## config.mk

```make
export PLATFORM = sky130hd
export DESIGN_NAME = fifo_wr_arbiter
export DESIGN_NICKNAME = d
export VERILOG_FILES = /design/src/rtl/fifo_arb_pkg.sv /design/src/rtl/fifo_wr_arbiter_rr_pick.sv /design/src/rtl/fifo_wr_arbiter.sv
export SDC_FILE = /design/constraint.sdc
export NUM_CORES = 1
export LEC_CHECK = 0
export ABC_AREA = 1
export ABC_CLOCK_PERIOD_IN_PS = 6300
export CORE_MARGIN = 1.5
export CORE_UTILIZATION = 30
export DETAILED_ROUTE_END_ITERATION = 7
export SLEW_MARGIN = 20
export SYNTH_ARGS = -nofsm -noshare
export SYNTH_HDL_FRONTEND = slang
export SYNTH_SLANG_ARGS = --single-unit
```

## constraint.sdc

```tcl
create_clock -name clk -period 6.3 [get_ports clk]
set_input_delay 0.63 -clock clk [delete_from_list [all_inputs] [get_ports clk]]
set_output_delay 0.63 -clock clk [all_outputs]
set_load 0.05 [all_outputs]
```

## src/rtl/fifo_arb_pkg.sv

```systemverilog
// Shared types, widths and the round-robin search helper for the FIFO write-port arbiter.
package fifo_arb_pkg;

    typedef enum logic [0:0] {
        ARB   = 1'b0,
        BURST = 1'b1
    } arb_state_e;

    localparam int unsigned N_REQ_MAX = 8;
    localparam int unsigned IDX_W     = $clog2(N_REQ_MAX);
    localparam int unsigned BCNT_W    = 4;

    typedef struct packed {
        logic             valid;
        logic [IDX_W-1:0] idx;
    } rr_res_t;

    // First set bit of req_mask scanning upward from start, wrapping at n.
    function automatic rr_res_t rr_next(input logic [N_REQ_MAX-1:0] req_mask,
                                        input logic [IDX_W-1:0]     start,
                                        input int unsigned          n);
        rr_res_t     res;
        int unsigned pos;
        res = '0;
        for (int unsigned k = 0; k < N_REQ_MAX; k++) begin
            pos = 32'(start) + k;
            if (pos >= n) pos = pos - n;
            if (k < n && !res.valid && req_mask[IDX_W'(pos)]) begin
                res.valid = 1'b1;
                res.idx   = IDX_W'(pos);
            end
        end
        return res;
    endfunction

endpackage

```

## src/rtl/fifo_wr_arbiter_rr_pick.sv

```systemverilog
// Combinational round-robin priority picker: first eligible requester at or after start.
module rr_pick
    import fifo_arb_pkg::*;
#(
    parameter int unsigned N = 4
) (
    input  logic [N-1:0]         req,
    input  logic [N-1:0]         mask,
    input  logic [$clog2(N)-1:0] start,
    output logic [N-1:0]         onehot,
    output logic [$clog2(N)-1:0] idx,
    output logic                 valid
);

    localparam int unsigned IW = $clog2(N);

    rr_res_t w_pick;

    always_comb begin
        w_pick = rr_next(N_REQ_MAX'(req & mask), IDX_W'(start), N);
    end

    assign valid  = w_pick.valid;
    assign idx    = IW'(w_pick.idx);
    assign onehot = w_pick.valid ? N'(N_REQ_MAX'(1) << w_pick.idx) : '0;

endmodule

```

## src/rtl/fifo_wr_arbiter.sv

```systemverilog
// Round-robin arbiter with bounded burst locking sharing one FIFO write port;
// never issues a write that could overflow and flags wr_ack/overflow errors.
module fifo_wr_arbiter
    import fifo_arb_pkg::*;
#(
    parameter int unsigned FIFO_WIDTH = 16,
    parameter int unsigned FIFO_DEPTH = 8,
    parameter int unsigned N_REQ      = 4,
    parameter int unsigned MAX_BURST  = 4
) (
    input  logic                          clk,
    input  logic                          rst_n,
    input  logic                          arb_en,
    input  logic [N_REQ-1:0]              req,
    input  logic [N_REQ*FIFO_WIDTH-1:0]   req_data,
    output logic [N_REQ-1:0]              gnt,
    input  logic                          fifo_full,
    input  logic                          fifo_almostfull,
    input  logic                          fifo_wr_ack,
    input  logic                          fifo_overflow,
    output logic                          fifo_wr_en,
    output logic [FIFO_WIDTH-1:0]         fifo_data_in,
    output logic [$clog2(N_REQ)-1:0]      owner,
    output logic                          ack_err,
    output logic                          ovf_err,
    input  logic                          err_clr
);

    localparam int unsigned IW = $clog2(N_REQ);

    if (N_REQ < 2 || N_REQ > N_REQ_MAX || MAX_BURST < 1 ||
        MAX_BURST >= (1 << BCNT_W) || FIFO_DEPTH < 2) begin : g_cfg_err
        $error("fifo_wr_arbiter: unsupported parameter set");
    end

    arb_state_e              r_state;
    arb_state_e              w_state_nxt;
    logic [BCNT_W-1:0]       r_burst_cnt;
    logic [BCNT_W-1:0]       w_burst_nxt;
    logic [IW-1:0]           r_owner;
    logic                    r_wr_en;
    logic [FIFO_WIDTH-1:0]   r_data;
    logic                    r_ack_exp;
    logic                    r_ack_err;
    logic                    r_ovf_err;

    logic                    w_space;
    logic                    w_allow;
    logic [IW-1:0]           w_start;
    logic [N_REQ-1:0]        w_pick_onehot;
    logic [IW-1:0]           w_pick_idx;
    logic                    w_pick_valid;
    logic [N_REQ-1:0]        w_owner_onehot;
    logic                    w_cont;
    logic                    w_xfer;
    logic [IW-1:0]           w_gnt_idx;

    // A write already in flight at almostfull would fill the FIFO, so hold off.
    assign w_space        = !fifo_full && !(fifo_almostfull && r_wr_en);
    assign w_allow        = rst_n && arb_en && w_space;
    assign w_start        = (r_owner == IW'(N_REQ - 1)) ? '0 : r_owner + IW'(1);
    assign w_owner_onehot = N_REQ'(1) << r_owner;

    // Scanning from owner+1 visits the current owner last, so it only wins when alone.
    rr_pick #(
        .N (N_REQ)
    ) u_rr_pick (
        .req    (req),
        .mask   ({N_REQ{w_allow}}),
        .start  (w_start),
        .onehot (w_pick_onehot),
        .idx    (w_pick_idx),
        .valid  (w_pick_valid)
    );

    // State register
    always_ff @(posedge clk or negedge rst_n) begin
        if (!rst_n) begin
            r_state     <= ARB;
            r_burst_cnt <= '0;
        end else begin
            r_state     <= w_state_nxt;
            r_burst_cnt <= w_burst_nxt;
        end
    end

    // Next state: continuing a burst counts up, any fresh pick restarts at one.
    always_comb begin
        w_state_nxt = ARB;
        w_burst_nxt = '0;
        if (w_cont) begin
            w_state_nxt = BURST;
            w_burst_nxt = r_burst_cnt + BCNT_W'(1);
        end else if (w_xfer) begin
            w_state_nxt = BURST;
            w_burst_nxt = BCNT_W'(1);
        end
    end

    // Grant decode
    always_comb begin
        w_cont    = 1'b0;
        w_xfer    = 1'b0;
        gnt       = '0;
        w_gnt_idx = r_owner;
        if (w_allow && r_state == BURST && req[r_owner] &&
            r_burst_cnt < BCNT_W'(MAX_BURST)) begin
            w_cont = 1'b1;
            w_xfer = 1'b1;
            gnt    = w_owner_onehot;
        end else if (w_pick_valid) begin
            w_xfer    = 1'b1;
            gnt       = w_pick_onehot;
            w_gnt_idx = w_pick_idx;
        end
    end

    // Registered FIFO write port and owner tracking
    always_ff @(posedge clk or negedge rst_n) begin
        if (!rst_n) begin
            r_wr_en <= 1'b0;
            r_data  <= '0;
            r_owner <= IW'(N_REQ - 1);
        end else begin
            r_wr_en <= w_xfer;
            if (w_xfer) begin
                r_data  <= req_data[w_gnt_idx*FIFO_WIDTH +: FIFO_WIDTH];
                r_owner <= w_gnt_idx;
            end
        end
    end

    // Sticky error flags; a new error wins over a clear in the same cycle.
    always_ff @(posedge clk or negedge rst_n) begin
        if (!rst_n) begin
            r_ack_exp <= 1'b0;
            r_ack_err <= 1'b0;
            r_ovf_err <= 1'b0;
        end else begin
            r_ack_exp <= r_wr_en;
            if (fifo_wr_ack != r_ack_exp) r_ack_err <= 1'b1;
            else if (err_clr)             r_ack_err <= 1'b0;
            if (fifo_overflow)            r_ovf_err <= 1'b1;
            else if (err_clr)             r_ovf_err <= 1'b0;
        end
    end

    assign fifo_wr_en   = r_wr_en;
    assign fifo_data_in = r_data;
    assign owner        = r_owner;
    assign ack_err      = r_ack_err;
    assign ovf_err      = r_ovf_err;

endmodule
```

# [Yosys cells after proc, flatten, opt, wreduce, memory -nomap -nowiden]
# Index checks and enable logic that the tools add are counted.
[word_totals] regBits=27 latch_bits=0 ram_bits=0 mem_bits_ro=0 input_bits=76 output_inout_bits=25 memories=0
[op_classes] add_sub_neg=9 n_mul=0 n_div=0 order_cmp=10 eq_ne=2 shift=3 n_mux=33 bitwise=1 n_reduce_logical=17
[op_table] op="$ge A32 B3 Y1 const B" n=3
[op_table] op="$shiftx A64 B7 Y16" n=1
[op_table] op="$mux W4" n=7
[op_table] op="$lt A3 B4 Y1 const B" n=4
[op_table] op="$mux W1" n=14
[op_table] op="$bmux W1 S3" n=4
[op_table] op="$mux W3" n=4
[op_table] op="$logic_and A1 B1 Y1" n=10
[op_table] op="$sub A3 B3 Y3 const B" n=3
[op_table] op="$add A2 B2 Y3 const B" n=2
[op_table] op="$mux W2" n=3
[op_table] op="$logic_not A1 Y1" n=5
[op_table] op="$add A4 B1 Y4 const B" n=1
[op_table] op="$and A4 B4 Y4" n=1
[op_table] op="$lt A4 B3 Y1 const B" n=1
[op_table] op="$reduce_bool A2 Y1" n=2
[op_table] op="$shl A1 B2 Y4 const A" n=1
[op_table] op="$shl A1 B3 Y4 const A" n=1
[op_table] op="$add A2 B1 Y3 const B" n=1
[op_table] op="$ge A2 B3 Y1 const B" n=1
[op_table] op="$lt A2 B3 Y1 const B" n=1
[op_table] op="$sub A2 B3 Y3 const B" n=1
[op_table] op="$add A2 B1 Y2 const B" n=1
[op_table] op="$bmux W1 S2" n=1
[op_table] op="other kinds (2)" n=2

# [Depth between registers and ports, before layout]
[depth] depth_word=21 ltp_mapped=19

# [By module]
# Synthesis repeated with hierarchy kept, for this count alone.
[unflattened] hier_cells=416 area_unflattened_um2=2571.2
[modules_own_cells] module="fifo_wr_arbiter" n_inst=1 cells_per_inst=349 area_each_um2=2198.4 seq_area_each_um2=653.1
[modules_own_cells] module="rr_pick" n_inst=1 cells_per_inst=67 area_each_um2=372.9 seq_area_each_um2=0.0

# [Worst setup path before layout]
# OpenSTA, ideal clock, no wires.
[synth_timing] kind="register -> output" startpoint="register r_owner[0], in the netlist owner[0]" endpoint="output port gnt[1]" t_arrival_ns=3.638 setup_slack_ns=2.032 stages_incl_launch_ff=12 path_cell_list="dfstp_2 -> inv_2 -> ha_1 -> inv_2 -> xor2_2 -> nor2_1 -> nor2_2 -> inv_2 -> a21oi_2 -> nand2_2 -> or2_1 -> o21ai_0"
[synth_between] elab_chain_cells=19 elab_cells_between_ends=44 cone_classes="8 x add/sub; 4 x order compare; 1 x eq/ne; 2 x shift; 21 x mux; 8 x reduce/logical"
[synth_lines] item="start: declaration" line_no="fifo_wr_arbiter.sv:40" source="logic [IW-1:0] r_owner;"
[synth_lines] item="start signal: assignment" line_no="fifo_wr_arbiter.sv:123" source="r_owner <= IW'(N_REQ - 1);"
[synth_lines] item="start signal: assignment" line_no="fifo_wr_arbiter.sv:128" source="r_owner <= w_gnt_idx;"
[synth_lines] item="parallel branches: the longest is 18 deep, another holds $ge A32 B3 Y1"
[synth_lines] item="$mux W4 *" line_no="fifo_wr_arbiter.sv:106" source="if (w_allow && r_state == BURST && req[r_owner] &&"
[synth_lines] item="end: declaration" line_no="fifo_wr_arbiter.sv:16" source="output logic [N_REQ-1:0] gnt,"
# Mark *: on every way between the ends. The select of a mux whose other input is x is not followed.

# [Worst setup path after layout]
[layout_timing] startpoint="input port rst_n" endpoint="output port gnt[1]"
[layout_between] elab_chain_cells=18 elab_cells_between_ends=27 cone_classes="1 x shift; 14 x mux; 1 x bitwise; 11 x reduce/logical"
[layout_lines] item="start: declaration" line_no="fifo_wr_arbiter.sv:12" source="input logic rst_n,"
[layout_lines] item="$logic_and A1 B1 Y1 * (2 in series)" line_no="fifo_wr_arbiter.sv:60" source="assign w_allow = rst_n && arb_en && w_space;"
[layout_lines] item="$and A4 B4 Y4" line_no="fifo_wr_arbiter_rr_pick.sv:20" source="w_pick = rr_next(N_REQ_MAX'(req & mask), IDX_W'(start), N);"
[layout_lines] item="$bmux W1 S3" line_no="fifo_arb_pkg.sv:28" source="if (k < n && !res.valid && req_mask[IDX_W'(pos)]) begin"
[layout_lines] item="$mux W1 (not written as such)" line_no="fifo_arb_pkg.sv:28"
[layout_lines] item="$mux W4" line_no="fifo_arb_pkg.sv:28"
[layout_lines] item="$logic_not A1 Y1" line_no="fifo_arb_pkg.sv:28"
[layout_lines] item="$logic_and A1 B1 Y1" line_no="fifo_arb_pkg.sv:28"
[layout_lines] item="$mux W4" line_no="fifo_arb_pkg.sv:28"
[layout_lines] item="$logic_not A1 Y1" line_no="fifo_arb_pkg.sv:28"
[layout_lines] item="$logic_and A1 B1 Y1" line_no="fifo_arb_pkg.sv:28"
[layout_lines] item="$mux W4" line_no="fifo_arb_pkg.sv:28"
[layout_lines] item="$logic_not A1 Y1" line_no="fifo_arb_pkg.sv:28"
[layout_lines] item="$logic_and A1 B1 Y1" line_no="fifo_arb_pkg.sv:28"
[layout_lines] item="$mux W4" line_no="fifo_arb_pkg.sv:28"
[layout_lines] item="$shl A1 B3 Y4" line_no="fifo_wr_arbiter_rr_pick.sv:25" source="assign onehot = w_pick.valid ? N'(N_REQ_MAX'(1) << w_pick.idx) : '0;"
[layout_lines] item="$mux W4" line_no="fifo_wr_arbiter.sv:111" source="end else if (w_pick_valid) begin"
[layout_lines] item="$mux W4 *" line_no="fifo_wr_arbiter.sv:106"
# Mark *: on every way between the ends. The rest lies on a longest branch, timed or not. The select of a mux whose other input is x is not followed.

==> results.sh <==
export IMPL_drv_cap=0
export IMPL_path_class="in2out"
export IMPL_crit_buf_inv=2
export IMPL_drc=0
export IMPL_grt_max_degree=35
export IMPL_worstHoldStart="r_state$_DFF_PN0_"
export IMPL_detailed_place_hpwl_microns=4760
export IMPL_synth_async_reset_ratio=1.00
export IMPL_start_util=0.308
export IMPL_synthCells=306
export IMPL_synth_common_cells="nand2_1 (99), nand3_1 (89), dfrtp_1 (24)"
export IMPL_maxSlewHeadroom=0.479
export IMPL_drv_slew=0
export IMPL_cts_setup_buffers=0
export IMPL_fill_cells=692
export IMPL_ys_types=29
export IMPL_dp_slack_ns=1.15
export IMPL_synth_most_common_cell="nand2_1"
export IMPL_htreeDepth=1
export IMPL_drt_met1_wl_microns=2780
export IMPL_die_x_microns=86.1
export IMPL_row_count=30
export IMPL_drive_gt1_frac=0.0732
export IMPL_yosysTopAreaCellShare=0.290
export IMPL_worstPathCellList="clkdlybuf4s50_1, nand2_1, nor2_1, nand4_1, nand3_1, nand2_1, nand2_2, nor2_4, a21oi_2, nand2_2, or2_1, o21ai_0, clkdlybuf4s50_1"
export IMPL_setup_ws_ns=1.12
export IMPL_syn_area_per_cell_sq_um=6.76
export IMPL_avgViaCountPerCell=4.89
export IMPL_wl_per_cell_microns=13.5
export IMPL_drtIter0Drc=99
export IMPL_port_buffers=100
export IMPL_regToRegStartpoint="owner[0]$_DFFE_PN1P_"
export IMPL_hold_end="r_ack_exp$_DFF_PN0_"
export IMPL_critPathMaxFanout=34
export IMPL_hold_depth=0
export IMPL_worstReg2RegEnd="fifo_data_in[8]$_DFFE_PN0P_"
export IMPL_root_buffer="clkbuf_8"
export IMPL_top_layer="met4"
export IMPL_die_h_microns=86.1
export IMPL_fin_crit_sh=0.822
export IMPL_cp_slowest_cell="clkdlybuf4s50_1"
export IMPL_clock_skew_ns=0.00399
export IMPL_wl_met2_microns=3070
export IMPL_fin_crit_ns=5.18
export IMPL_routed_wl_microns=6410
export IMPL_die_area_sq_um=7410
export IMPL_utilization=0.469
export IMPL_cts_resized=0
export IMPL_gp_congestion=0.797
export IMPL_cts_sinks=26
export IMPL_seqCellArea_sq_um=653
export IMPL_fmax_mhz=193
export IMPL_vias=2326
export IMPL_grt_pass1_wl_microns=10800
export IMPL_crit_arrival_ns=4.55
export IMPL_route_met3_wl_microns=459
export IMPL_diodes=0
export IMPL_rsz0062_at_grt="false"
export IMPL_startpoint_type="input pin"
export IMPL_finalSetupViolCount=0
export IMPL_critPathMaxStageDelay_ns=0.83
export IMPL_ys_ff_latch=26
export IMPL_dp_cells=472
export IMPL_core_sq_um=6720
export IMPL_synth_ff_type="dfrtp_1"
export IMPL_worstPathRequired_ns=5.67
export IMPL_synth_edf_count=0
export IMPL_ys_warnings_count=0
export IMPL_io_pins=101
export IMPL_dr_pass1_iters=4
export IMPL_hold_violations=0
export IMPL_grt_usage=0.182
export IMPL_overflow=0
export IMPL_ys_seq_area_frac=0.316
export IMPL_cts_tree="yes"
export IMPL_yosys_area_top_type="dfrtp_1"
export IMPL_end_kind="output pin"
export IMPL_crit_family="simple AND/OR/NAND/NOR gates"
export IMPL_setup_tns_ns=0
export IMPL_synth_area_leaders="dfrtp_1 (29%), nand3_1 (22%), nand2_1 (18%)"
export IMPL_multiInputGateArea_sq_um=1260
export IMPL_antenna_found_initial=0
export IMPL_cts_buffers=3
export IMPL_ctsHoldBuffers=0
export IMPL_nNetsFinal=480
export IMPL_clk_pin_slew_ns=0.09
export IMPL_r2r_slack_ns=2.73
export IMPL_postRouteAntennaNets=0
export IMPL_synth_area_sq_um=2070
export IMPL_grt_pass1_vias=2352
export IMPL_hold_path_class="reg2reg"
export IMPL_outcome="completed"
export IMPL_cts_buffer_depth=2
export IMPL_clock_latency_ns=0.27
export IMPL_worstMarginPinSlew_ns=0.780
export IMPL_area_growth_syn_to_layout_pct=52.3
export IMPL_synth_fp_nets=389
export IMPL_r2r_cells=15
export IMPL_finalNonFillerCells=476
[through the flow]
stage          area, sq um  hold slack [ns]
2_1_floorplan         2070            0.334
3_3_place_gp          3080            0.424
3_5_place_dp          3080            0.424
4_1_cts               3150            0.448
5_1_grt               3150            0.469
6_report              3150            0.440
[flip-flops by register name, summed over array words and instances, names as in the netlist]
register      cells
ack_err           1
owner             2
ovf_err           1
r_ack_exp         1
r_burst_cnt       4
r_state           1
fifo_data_in     16
[cells in the final DEF (no fill, tap or decap), types with 2 or more instances in the layout]
master           synthesis  layout
nand3_1                 89      89
dfstp_2                  2       2
o22ai_1                  2       2
a21oi_1                  7       7
nand2_1                 99      99
nand4_1                  9       9
nor2_4                   4       4
inv_1                   11      11
clkdlybuf4s50_1          0     100
o21bai_1                 2       2
inv_2                    4       4
o21ai_0                  4       4
nand2_4                  2       2
nor2_1                   9       9
ha_1                     7       7
nand2_2                  7       7
dfrtp_1                 24      24
nor2_2                   2       2
clkbuf_8                 0       3
[worst max path at each step]
stage	end	start	slack, ns	cells after the start
floorplan	gnt[1]	owner[0]$_DFFE_PN1P_	2.03	11
global placement	gnt[1]	rst_n	1.28	13
detailed placement	gnt[1]	rst_n	1.15	13
CTS	gnt[1]	rst_n	1.13	13
global route	gnt[1]	rst_n	0.82	13
finish	gnt[1]	rst_n	1.12	13
[cells by family after synthesis]
logic type,count (synthesis),share of synthesized area
other cells,1,0.00181
xor+xnor,2,0.0121
compound gates,16,0.0441
flops,26,0.316
fa+ha+maj,7,0.0423
buf+inv,30,0.0744
simple gates,224,0.510
[area by class of cell]
| type | instances | share of cell area |
|---|---|---|
| Multi-Input combinational cell | 250 | 0.401 |
| Timing Repair Buffer | 101 | 0.320 |
| Sequential cell | 26 | 0.207 |
| Tap cell | 80 | 0.0318 |
| Inverter | 15 | 0.0179 |
| Clock buffer | 3 | 0.0131 |
| Clock inverter | 1 | 0.00953 |
[per-layer routing]
layer | global-route usage | vias to the layer above
met3 | 0.0472 | 8
met5 | 0 | -
met4 | 0.0513 | 0
met1 | 0.213 | 1053
met2 | 0.329 | 67
li1 | - | 1198
Power is left out: the tool's default activity adds up to more than one toggle a clock period on the data nets, which glitch-free logic cannot reach.
